File: config.mk
export PLATFORM = sky130hd
export DESIGN_NAME = ring_osc_freq_meter
export DESIGN_NICKNAME = d
export VERILOG_FILES = /design/src/rtl/ring_meas_pkg.sv /design/src/rtl/sync_edge_det.sv /design/src/rtl/ring_osc_freq_meter.sv
export SDC_FILE = /design/constraint.sdc
export NUM_CORES = 1
export LEC_CHECK = 0
export BUFFER_PORTS_ARGS = -buffer_cell sky130_fd_sc_hd__buf_2
export CELL_PAD_IN_SITES_DETAIL_PLACEMENT = 2
export CELL_PAD_IN_SITES_GLOBAL_PLACEMENT = 2
export CORE_ASPECT_RATIO = 0.6
export CORE_UTILIZATION = 37
export CTS_BUF_LIST = sky130_fd_sc_hd__clkbuf_2 sky130_fd_sc_hd__clkbuf_4 sky130_fd_sc_hd__clkbuf_8
export DETAILED_ROUTE_END_ITERATION = 10
export GPL_TIMING_DRIVEN = 0
export PLACE_DENSITY_LB_ADDON = 0.1
export SLEW_MARGIN = 5
export SYNTH_ARGS = -nofsm -noshare
export SYNTH_HDL_FRONTEND = slang
export SYNTH_SLANG_ARGS = --single-unit
export TNS_END_PERCENT = 5
File: constraint.sdc
create_clock -name clk -period 2.7 [get_ports clk]
set_clock_uncertainty 0.05 [all_clocks]
set_input_delay 0.135 -clock clk [delete_from_list [all_inputs] [get_ports clk]]
set_output_delay 0.135 -clock clk [all_outputs]
set_load 0.05 [all_outputs]
File: src/rtl/ring_meas_pkg.sv
// Shared types and constants for the ring-oscillator frequency meter.
package ring_meas_pkg;

  typedef enum logic [1:0] {
    IDLE,
    SETTLE,
    MEASURE,
    DONE
  } meas_state_t;

  localparam int unsigned SETTLE_CYCLES = 3;
  localparam int unsigned SETTLE_W      = 2;

endpackage

File: src/rtl/sync_edge_det.sv
// Two-flop synchronizer plus history flop; emits a one-cycle pulse on a
// synchronized rising edge of an asynchronous input.
module sync_edge_det (
  input  logic clk,
  input  logic rst,
  input  logic d,
  output logic rise
);

  logic s1, s2, s3;

  always_ff @(posedge clk or posedge rst) begin
    if (rst) begin
      s1 <= 1'b0;
      s2 <= 1'b0;
      s3 <= 1'b0;
    end else begin
      s1 <= d;
      s2 <= s1;
      s3 <= s2;
    end
  end

  assign rise = s2 & ~s3;

endmodule

File: src/rtl/ring_osc_freq_meter.sv
// Counts synchronized rising edges of one selected ring-oscillator tap over a
// programmable window of clk cycles; result held until the next measurement.
module ring_osc_freq_meter
  import ring_meas_pkg::*;
#(
  parameter int unsigned N_OSC  = 7,
  parameter int unsigned SEL_W  = 3,
  parameter int unsigned GATE_W = 16,
  parameter int unsigned CNT_W  = 16
) (
  input  logic              clk,
  input  logic              rst,
  input  logic [N_OSC-1:0]  osc_in,
  input  logic [SEL_W-1:0]  sel,
  input  logic [GATE_W-1:0] gate_len,
  input  logic              start,
  output logic              busy,
  output logic              done,
  output logic [CNT_W-1:0]  count,
  output logic              overflow
);

  meas_state_t          state_q, state_d;
  logic [SEL_W-1:0]     sel_q;
  logic [GATE_W-1:0]    gate_cnt;
  logic [SETTLE_W-1:0]  settle_cnt;
  logic [CNT_W-1:0]     edge_cnt, edge_cnt_d;
  logic                 ovf_flag, ovf_d;
  logic                 osc_sel;
  logic                 rise;
  logic                 accept;

  // Out-of-range selects fall through to constant 0.
  always_comb begin
    osc_sel = 1'b0;
    for (int unsigned i = 0; i < N_OSC; i++) begin
      if (sel_q == SEL_W'(i)) osc_sel = osc_in[i];
    end
  end

  sync_edge_det u_sync (
    .clk  (clk),
    .rst  (rst),
    .d    (osc_sel),
    .rise (rise)
  );

  assign accept = (state_q == IDLE) && start;

  always_ff @(posedge clk or posedge rst) begin
    if (rst) state_q <= IDLE;
    else     state_q <= state_d;
  end

  always_comb begin
    state_d = state_q;
    busy    = 1'b0;
    done    = 1'b0;
    case (state_q)
      IDLE: begin
        if (start) state_d = SETTLE;
      end
      SETTLE: begin
        busy = 1'b1;
        if (settle_cnt == '0) state_d = (gate_cnt == '0) ? DONE : MEASURE;
      end
      MEASURE: begin
        busy = 1'b1;
        if (gate_cnt == GATE_W'(1)) state_d = DONE;
      end
      DONE: begin
        done    = 1'b1;
        state_d = IDLE;
      end
      default: state_d = IDLE;
    endcase
  end

  always_comb begin
    edge_cnt_d = edge_cnt;
    ovf_d      = ovf_flag;
    if ((state_q == MEASURE) && rise) begin
      if (edge_cnt == '1) ovf_d = 1'b1;
      else                edge_cnt_d = edge_cnt + CNT_W'(1);
    end
  end

  // Results load on the transition into DONE so they are already valid
  // during the DONE cycle, including the final MEASURE cycle's edge.
  always_ff @(posedge clk or posedge rst) begin
    if (rst) begin
      sel_q      <= '0;
      gate_cnt   <= '0;
      settle_cnt <= '0;
      edge_cnt   <= '0;
      ovf_flag   <= 1'b0;
      count      <= '0;
      overflow   <= 1'b0;
    end else begin
      if (accept) begin
        sel_q      <= sel;
        gate_cnt   <= gate_len;
        settle_cnt <= SETTLE_W'(SETTLE_CYCLES - 1);
        edge_cnt   <= '0;
        ovf_flag   <= 1'b0;
      end else begin
        edge_cnt <= edge_cnt_d;
        ovf_flag <= ovf_d;
        if (state_q == SETTLE)  settle_cnt <= settle_cnt - SETTLE_W'(1);
        if (state_q == MEASURE) gate_cnt   <= gate_cnt - GATE_W'(1);
      end
      if (state_d == DONE) begin
        count    <= edge_cnt_d;
        overflow <= ovf_d;
      end
    end
  end

endmodule

==> flow_metrics.py, run 1 <==
metrics = {
    "clocking": {
        "cts_tree": "done",
        "cts.sinks": 60,
        "htreeDepth": 3,
        "clock-root-buffer": "clkbuf_8",
        "clkLatencyLatePin_ns": 0.35,
        "clk_pin_slew_ns": 0.06,
        "cts_buffer_depth": 2,
        "cts_buffers": 9,
    },
    "hold_path": {
        "holdPathStages": 3,
        "hp-class": "primary input to flop",
        "hold_end": "u_sync.s1$_DFF_PP0_",
        "hold_start": "osc_in[5]",
    },
    "synth": {
        "yosys_warnings": 0,
        "syn_area_um2": 3090,
        "syn_inst": 300,
        "synth_area_per_cell_um2": 10.3,
        "ys_seq_area_share_pct": 48.5,
        "ys_types": 51,
        "synth-edff-count": 0,
        "postSynth.asyncResetShare_pct": 100,
        "synth_top_flop_cell": "dfrtp_1",
        "ys_ff_latch": 60,
        "syn_nets": 339,
    },
    "worst_setup_path": {
        "crit_fanout": 10,
        "rr_endpoint": "count[12]$_DFFE_PP0N_",
        "reg2regPathDepth": 9,
        "cp-start-kind": "flop",
        "arrival_ns": 2.76,
        "crit_path_end_kind": "flop",
        "path_class": "flop to flop",
        "required_ns": 2.84,
        "crit_chain": "inv_1 > ha_1 > buf_2 > and3b_1 > clkbuf_1 > nand4_1 > nor2_1 > mux2i_1 > o31ai_1",
        "slowest_delay_ns": 0.45,
        "critPathSlowestCell": "dfrtp_1",
        "rrSetupSlack_ns": 0.08,
        "crit-reg2reg-launch": "state_q[0]$_DFF_PP0_",
    },
    "route": {
        "first_pass_iters": 4,
        "drt_first_iter_violations": 76,
        "drcViolationCount": 0,
        "wirelength_mm": 9.65,
        "via_per_inst": 5.22,
        "ant_nets": 0,
        "via_count": 2572,
        "wl_per_cell_um": 19.6,
    },
    "job": {
        "cap_violations": 0,
    },
    "floorplan": {
        "core-area_um2": 7980,
        "ios": 48,
        "initial_core_util_pct": 38.8,
        "die_x_um": 120,
        "dieArea_um2": 8740,
        "rows": 25,
        "die_h_um": 72.8,
    },
    "outcome": {
        "status": "completed",
    },
    "global_route": {
        "grt.busiest_layer": "met2",
        "grt_overflow": 0,
        "grt_usage_pct": 24.0,
        "grt_antenna_before_repair": 0,
        "grt_max_degree": 61,
        "grt_use_met3_pct": 5.63,
        "grt_pass1_wl_mm": 15.5,
        "use_met2_pct": 38.4,
        "grt_util_met1_pct": 33.1,
        "grt_pass1_vias": 2858,
    },
    "sta": {
        "tightest_slew_ns": 0.839,
        "slew_viol_final": 0,
        "min_period_ns": 2.62,
        "fmax_ghz": 0.381,
        "fin_setup_tns_ns": 0,
        "holdWs_ns": 0.101,
        "rsz0062_at_grt": "no",
        "relSlewSlack_pct": 44.0,
        "period_share_pct": 97.1,
        "setup_viol": 0,
        "hold_viol_final": 0,
    },
    "power": {
        "p_per_area_nw_per_um2": 1030,
        "totalPowerFinal_mw": 4.02,
        "total_leakage_power_nw": 1.77,
        "peakVddDrop_mv": 0.321,
    },
    "final_layout": {
        "mostFrequentLayoutCell": "dfrtp_1",
        "final-instance-count-excl-fill": 493,
        "fin_nets": 420,
        "drive_above_1_share_pct": 24.7,
        "synthToLayoutAreaGrowth_pct": 26.7,
        "diodes": 0,
        "final_cell_mix": "dfrtp_1, buf_2, nand2_1",
    },
    "place": {
        "place_inst": 455,
        "portBuffers": 47,
        "gp_congestion": 0.789,
        "place_hpwl_mm": 6.72,
    },
}
[worst max-delay path, delay by kind of cell, from the launching register on]
kind	cells	cell delay, ns
AOI/OAI and AO/OA	1	0.10
buffers and inverters	3	0.76
DFF	1	0.45
and+or+nand+nor	3	0.64
muxes	1	0.28
adders and majority gates	1	0.19
[final cells by class]
cell class / instances / area, µm²
Multi-Input combinational cell: 219 / 1530
Sequential cell: 60 / 1500
Buffer: 11 / 50.0
Fill cell: 852 / 4060
Tap cell: 108 / 135
Timing Repair Buffer: 70 / 458
Inverter: 10 / 40.0
Clock inverter: 1 / 30.0
Clock buffer: 14 / 180
[flip-flops by register name, summed over array words and instances, names as in the netlist]
signal,cells
u_sync.s1,1
edge_cnt,16
gate_cnt,16
settle_cnt,2
u_sync.s2,1
ovf_flag,1
count,16
overflow,1
u_sync.s3,1
sel_q,3
state_q,2
[synthesized netlist by cell type, drive strengths merged, types with 4 or more instances]
cell,n,area share [%]
xor2,12,3.4
ha,10,4.0
inv,10,1.2
clkbuf,8,0.97
xnor2,14,4.0
or4,4,1.2
a21oi,20,3.2
nor3,9,1.8
nand2,30,3.6
nand3,5,0.81
nor2,23,3.3
dfrtp,60,49
o31ai,4,0.97
nand2b,4,0.81
a31oi,4,1.3
mux2,10,4.0
o21ai,23,3.7
nand4,9,2.2
nor2b,7,1.4
[worst max path at each step]
stage / cells past startpoint / end / from / slack [ns]
floorplan: 9 / overflow$_DFFE_PP0N_ / state_q[0]$_DFF_PP0_ / 0.49
global placement: 8 / gate_cnt[11]$_DFFE_PP0P_ / state_q[0]$_DFF_PP0_ / 0.06
detailed placement: 8 / gate_cnt[15]$_DFFE_PP0P_ / state_q[0]$_DFF_PP0_ / -0.01
CTS: 9 / overflow$_DFFE_PP0N_ / state_q[0]$_DFF_PP0_ / 0.04
global route: 9 / count[12]$_DFFE_PP0N_ / state_q[0]$_DFF_PP0_ / 0.005
finish: 9 / count[12]$_DFFE_PP0N_ / state_q[0]$_DFF_PP0_ / 0.08
[per-layer routing]
metal	part of all wire (%)	vias to the layer above
met5	0	-
met4	0.95	0
met3	3.1	8
met2	46	45
met1	50	1306
li1	-	1213
[metrics by stage]
step                util, %  area [µm²]  worst slack, ns
floorplan                 -        3090            0.487
global placement       43.4        3460           0.0610
detailed placement     43.5        3470          -0.0103
CTS                    48.7        3880           0.0373
global route           49.1        3920          0.00529
finish                 49.1        3920           0.0783
[logic make-up after synthesis]
family                     count (synthesis)  synth area share, %
and+or+nand+nor                          109                 19.7
AOI/OAI and AO/OA                         60                 11.9
DFF                                       60                 48.5
xor gates and xnor gates                  26                 7.36
buffers and inverters                     21                 2.83
muxes                                     14                 5.70
adders and majority gates                 10                 4.04
[what timing repair did]
action                     4_1_cts  5_1_grt
hold buffers                    20        0
setup endpoints to repair        3        5
resized for setup                1        2
buffers inserted                 0        3
pin swaps                        0        1
hold endpoints to repair        79        0
[report_power, final]
group,total [mW],switching (mW),internal (mW),leakage (nW)
registers,1.44,0.257,1.18,0.772
logic,1.70,1.17,0.534,0.885
clock network,0.875,0.357,0.518,0.110
(Power assumes the default switching activity.)
==> run 2, diff against run 1 <==
--- a/config.mk
+++ b/config.mk
@@ -13,7 +13,9 @@
 export CTS_BUF_LIST = sky130_fd_sc_hd__clkbuf_2 sky130_fd_sc_hd__clkbuf_4 sky130_fd_sc_hd__clkbuf_8
 export DETAILED_ROUTE_END_ITERATION = 10
 export GPL_TIMING_DRIVEN = 0
+export MAX_ROUTING_LAYER = met4
 export PLACE_DENSITY_LB_ADDON = 0.1
+export SETUP_SLACK_MARGIN = 0.4
 export SLEW_MARGIN = 5
 export SYNTH_ARGS = -nofsm -noshare
 export SYNTH_HDL_FRONTEND = slang
==> run 2 against run 1 <==
Against the previous run:
- routed wire length rose by 5.9%
- sequential power is essentially flat
- hold slack improved by 0.0025 ns
- worst setup slack gained 0.22 ns
- die area stayed put
- count of clock-buffer cells in the layout stayed put
- global-route usage grew 2.7 points
- highest routed layer unchanged
- first-iteration DRC count grew 5.3%
- flip-flop and latch count unchanged
==> flow_metrics.py, run 2 (synthesis gave the netlist of run 1 again) <==
metrics = {
    "clocking": {
        "clock-root-buffer": "clkbuf_8",
        "clk_pin_slew_ns": 0.07,
        "clkLatencyLatePin_ns": 0.35,
        "cts_tree": "done",
        "cts_buffers": 9,
        "cts_buffer_depth": 2,
        "cts.sinks": 60,
        "htreeDepth": 3,
    },
    "route": {
        "wl_per_cell_um": 20.4,
        "met2_length_mm": 4.93,
        "wirelength_mm": 10.2,
        "ant_nets": 0,
        "dr.max_layer_used": "met4",
        "wl_met1_mm": 4.93,
        "drcViolationCount": 0,
        "via_count": 2624,
        "first_pass_iters": 4,
        "via_per_inst": 5.24,
        "drt_first_iter_violations": 80,
        "route.met3.wl_um": 281,
    },
    "global_route": {
        "grt_antenna_before_repair": 0,
        "grt_max_degree": 61,
        "grt_pass1_wl_mm": 16.6,
        "grt_usage_pct": 26.7,
        "grt_pass1_vias": 3027,
        "grt_overflow": 0,
    },
    "sta": {
        "rsz0062_at_grt": "yes",
        "period_share_pct": 89.0,
        "tightest_slew_ns": 0.784,
        "hold_viol_final": 0,
        "min_period_ns": 2.40,
        "holdWs_ns": 0.103,
        "relSlewSlack_pct": 47.7,
        "slew_viol_final": 0,
        "fmax_ghz": 0.416,
        "setup_viol": 0,
    },
    "worst_setup_path": {
        "reg2regPathDepth": 7,
        "arrival_ns": 2.62,
        "cp-start-kind": "flop",
        "crit_path_end_kind": "flop",
        "critPathSlowestCell": "or3_4",
        "crit_end": "count[14]$_DFFE_PP0N_",
        "rrSetupSlack_ns": 0.30,
        "crit_start": "state_q[0]$_DFF_PP0_",
        "required_ns": 2.91,
        "slowest_delay_ns": 0.47,
        "path_class": "flop to flop",
        "crit_chain": "inv_2 > ha_2 > buf_6 > nand3b_1 > or3_4 > or4_4 > a41oi_2",
        "rr_endpoint": "count[14]$_DFFE_PP0N_",
        "crit_fanout": 10,
        "crit-reg2reg-launch": "state_q[0]$_DFF_PP0_",
    },
    "final_layout": {
        "final_cell_mix": "dfrtp_1, buf_2, nand2_1",
        "drive_above_1_share_pct": 29.5,
        "finalInstanceArea_um2": 4040,
        "final-instance-count-excl-fill": 501,
        "mostFrequentLayoutCell": "dfrtp_1",
        "diodes": 0,
        "synthToLayoutAreaGrowth_pct": 30.5,
        "reg.largest.list": "count x16, edge_cnt x16, gate_cnt x16",
        "fin_nets": 428,
    },
    "place": {
        "place_hpwl_mm": 6.72,
        "place_area_um2": 3470,
        "gp_congestion": 0.800,
        "place_inst": 455,
        "portBuffers": 47,
    },
    "power": {
        "totalPowerFinal_mw": 4.19,
        "peakVddDrop_mv": 0.319,
        "p_per_area_nw_per_um2": 1040,
        "total_leakage_power_nw": 1.82,
    },
    "floorplan": {
        "rows": 25,
        "core-area_um2": 7980,
        "initial_core_util_pct": 38.8,
        "die_x_um": 120,
        "dieArea_um2": 8740,
        "die_h_um": 72.8,
        "ios": 48,
    },
    "hold_path": {
        "hp-class": "primary input to flop",
    },
    "outcome": {
        "status": "completed",
    },
    "job": {
        "cap_violations": 0,
    },
}
[run 2: metrics by stage]
step / util (%) / worst slack (ns) / setup TNS (ns)
detailed placement: 43.5 / -0.0103 / -0.0103
finish: 50.6 / 0.296 / 0
global placement: 43.4 / 0.0610 / 0
CTS: 50.0 / 0.378 / 0
global route: 50.6 / 0.209 / 0
floorplan: - / 0.487 / 0
[run 2: final cells by class]
type | count | area [µm²]
buffer | 11 | 60.1
clock buffer | 14 | 180
clock inverter | 1 | 30.0
fill | 823 | 3940
inverter | 10 | 40.0
multi-input combinational | 219 | 1570
sequential | 60 | 1500
tap | 108 | 135
timing repair buffer | 78 | 518
[run 2: how the worst min path moves through the flow]
| stage | startpoint | endpoint | slack [ns] | depth (start not counted) |
|---|---|---|---|---|
| after floorplan | gate_len[0] | gate_cnt[0]$_DFFE_PP0P_ | 0.20 | 2 |
| after CTS | osc_in[5] | u_sync.s1$_DFF_PP0_ | 0.09 | 3 |
| final | osc_in[5] | u_sync.s1$_DFF_PP0_ | 0.10 | 3 |
| after global routing | osc_in[5] | u_sync.s1$_DFF_PP0_ | 0.13 | 3 |
| after global placement | u_sync.s1$_DFF_PP0_ | u_sync.s2$_DFF_PP0_ | 0.29 | 0 |
| after detailed placement | rst | count[9]$_DFFE_PP0N_ | 0.29 | 2 |
[run 2: repair_timing]
action / 4_1_cts / 5_1_grt
pin swaps: 5 / 2
hold buffers: 20 / 0
setup endpoints to repair: 35 / 45
endpoints found under the hold margin: 79 / 0
gates cloned: 0 / 0
setup buffers: 9 / 2
gates resized for setup: 12 / 9
[run 2: where the power goes]
part	leakage [nW]	total, mW	switching [mW]	internal [mW]
logic	0.937	1.86	1.23	0.627
registers	0.771	1.45	0.267	1.19
clock network	0.110	0.885	0.367	0.518
total	1.82	4.19	1.86	2.33
[run 2: worst max-delay path: cells and delay by family, from the launching register on]
kind                       cells  cell delay [ns]
DFF                            1             0.44
AOI/OAI and AO/OA              1             0.21
adders and majority gates      1             0.20
and+or+nand+nor                3             1.16
buffers and inverters          2             0.27
[run 2: layer usage]
metal  vias to the layer above  global-route usage, %
li1                       1228                      -
met1                      1343                   33.6
met2                        45                   44.0
met3                         8                   5.94
met4                         0                   6.53
met5                         -                      -
==> run 3, diff against run 2 <==
--- a/config.mk
+++ b/config.mk
@@ -6,9 +6,11 @@
 export NUM_CORES = 1
 export LEC_CHECK = 0
 export BUFFER_PORTS_ARGS = -buffer_cell sky130_fd_sc_hd__buf_2
+export CAP_MARGIN = 20
 export CELL_PAD_IN_SITES_DETAIL_PLACEMENT = 2
 export CELL_PAD_IN_SITES_GLOBAL_PLACEMENT = 2
 export CORE_ASPECT_RATIO = 0.6
+export CORE_MARGIN = 2
 export CORE_UTILIZATION = 37
 export CTS_BUF_LIST = sky130_fd_sc_hd__clkbuf_2 sky130_fd_sc_hd__clkbuf_4 sky130_fd_sc_hd__clkbuf_8
 export DETAILED_ROUTE_END_ITERATION = 10
==> run 3 against run 2 <==
Against the previous run:
- critical endpoint is now overflow$_DFFE_PP0N_
- largest power group unchanged
- routed wire length decreased by 4.3%
- first-iteration DRC count increased by 23%
- worst setup slack improved by 0.092 ns
- global-route usage decreased by 1.6 points
- core utilization decreased by 0.64 points
- hold slack got worse by 0.0094 ns
- via count increased by 0.50%
==> flow_metrics.py, run 3 (synthesis gave the netlist of run 1 again) <==
metrics = {
    "outcome": {
        "status": "completed",
    },
    "worst_setup_path": {
        "arrival_ns": 2.50,
        "slowest_delay_ns": 0.62,
        "cp-start-kind": "flop",
        "crit_path_end_kind": "flop",
        "crit_start": "gate_cnt[5]$_DFFE_PP0P_",
        "crit_end": "overflow$_DFFE_PP0N_",
        "path_class": "flop to flop",
        "crit-reg2reg-launch": "gate_cnt[5]$_DFFE_PP0P_",
        "crit_chain": "or4_4 > nor3_4 > a31oi_4 > nor2_8 > buf_6 > mux2_4",
        "rr_endpoint": "overflow$_DFFE_PP0N_",
        "critPathSlowestCell": "or4_4",
        "required_ns": 2.89,
        "reg2regPathDepth": 6,
        "rrSetupSlack_ns": 0.39,
        "crit_fanout": 10,
    },
    "global_route": {
        "use_met2_pct": 39.2,
        "grt_pass1_vias": 2961,
        "grt_overflow": 0,
        "grt_use_met3_pct": 6.67,
        "grt_usage_pct": 25.1,
        "grt_util_met1_pct": 32.8,
        "grt_max_degree": 38,
        "grt.busiest_layer": "met2",
        "grt_antenna_before_repair": 0,
        "grt_pass1_wl_mm": 16.2,
    },
    "route": {
        "via_per_inst": 5.31,
        "first_pass_iters": 4,
        "via_count": 2637,
        "drcViolationCount": 0,
        "wirelength_mm": 9.78,
        "drt_first_iter_violations": 98,
        "ant_nets": 0,
        "wl_per_cell_um": 19.7,
    },
    "sta": {
        "hold_viol_final": 0,
        "period_share_pct": 85.6,
        "setup_viol": 0,
        "fmax_ghz": 0.432,
        "min_period_ns": 2.31,
        "rsz0062_at_grt": "yes",
        "slew_viol_final": 0,
        "relSlewSlack_pct": 55.6,
        "tightest_slew_ns": 0.661,
        "fin_setup_tns_ns": 0,
    },
    "final_layout": {
        "drive_above_1_share_pct": 28.0,
        "finalCoreUtilization_pct": 50.0,
        "mostFrequentLayoutCell": "dfrtp_1",
        "finalInstanceArea_um2": 4000,
        "final_cell_mix": "dfrtp_1, buf_2, nand2_1",
        "fin_nets": 423,
        "reg.largest.list": "count x16, edge_cnt x16, gate_cnt x16",
        "synthToLayoutAreaGrowth_pct": 29.4,
        "diodes": 0,
    },
    "clocking": {
        "clock-root-buffer": "clkbuf_8",
        "clkLatencyLatePin_ns": 0.35,
        "cts_buffers": 9,
        "clk_pin_slew_ns": 0.07,
        "htreeDepth": 3,
        "cts_tree": "done",
        "cts_buffer_depth": 2,
        "cts.sinks": 60,
    },
    "place": {
        "place_area_um2": 3480,
        "portBuffers": 47,
        "gp_congestion": 0.806,
        "place_hpwl_mm": 6.49,
    },
    "floorplan": {
        "die_h_um": 74.8,
        "initial_core_util_pct": 38.6,
        "die_x_um": 122,
        "core-area_um2": 8010,
        "ios": 48,
        "dieArea_um2": 9130,
        "rows": 25,
    },
    "power": {
        "p_sw_mw": 1.85,
        "peakVddDrop_mv": 0.477,
        "p_seq_share_pct": 34.6,
        "intPower_mw": 2.33,
        "pwr-share-clk_pct": 21.9,
        "p_per_area_nw_per_um2": 1040,
        "power_frac_comb_pct": 43.5,
        "switching_share_pct": 44.2,
        "total_leakage_power_nw": 1.81,
    },
    "hold_path": {
        "hp-class": "primary input to flop",
    },
    "job": {
        "cap_violations": 0,
    },
}
[run 3: critical path, delay by kind of cell (launching register included)]
family	cells	cell delay (ns)
AOI/OAI and AO/OA	1	0.17
buffers and inverters	1	0.18
muxes	1	0.30
and+or+nand+nor	3	1.05
DFF	1	0.44
[run 3: worst min path at each step]
| stage | start | end | slack (ns) | cells after the start |
|---|---|---|---|---|
| after CTS | osc_in[5] | u_sync.s1$_DFF_PP0_ | 0.08 | 3 |
| after floorplan | gate_len[0] | gate_cnt[0]$_DFFE_PP0P_ | 0.20 | 2 |
| final | osc_in[5] | u_sync.s1$_DFF_PP0_ | 0.09 | 3 |
| after detailed placement | rst | sel_q[2]$_DFFE_PP0P_ | 0.19 | 2 |
| after global routing | osc_in[5] | u_sync.s1$_DFF_PP0_ | 0.12 | 3 |
| after global placement | gate_len[7] | gate_cnt[7]$_DFFE_PP0P_ | 0.29 | 3 |
[run 3: timing repair]
item	in CTS	in global routing
setup endpoints to repair	27	49
hold buffers	20	0
buffers inserted	5	0
pin swaps	4	1
hold endpoints to repair	42	0
resized for setup	10	13
[run 3: metal layers]
layer	wire length (µm)	share of wire [%]
met5	0	0
met4	129	1.3
met3	354	3.6
met2	4440	45
met1	4860	50
[run 3: area by class of cell]
| cell class | count | area [µm²] |
|---|---|---|
| Tap cell | 108 | 135 |
| Multi-Input combinational cell | 219 | 1550 |
| Timing Repair Buffer | 73 | 493 |
| Fill cell | 847 | 4000 |
| Clock inverter | 5 | 75.1 |
| Sequential cell | 60 | 1500 |
| Inverter | 10 | 37.5 |
| Buffer | 11 | 61.3 |
| Clock buffer | 11 | 145 |
[run 3: through the flow]
step / power, mW / instances / hold slack [ns] / setup WS [ns]
floorplan: 2.61 / 300 / 0.202 / 0.487
global placement: 3.00 / 455 / 0.290 / 0.0568
detailed placement: 3.09 / 456 / 0.186 / 0.0392
CTS: 4.18 / 497 / 0.0751 / 0.394
global route: 4.45 / 497 / 0.123 / 0.260
finish: 4.17 / 497 / 0.0937 / 0.388
[run 3: power by group through the flow]
stage	logic (mW)	registers (mW)	clock network [mW]
CTS	1.80	1.44	0.942
detailed placement	1.65	1.43	0
global route	1.99	1.49	0.975
finish	1.82	1.44	0.914
floorplan	0.928	1.68	0
global placement	1.58	1.41	0
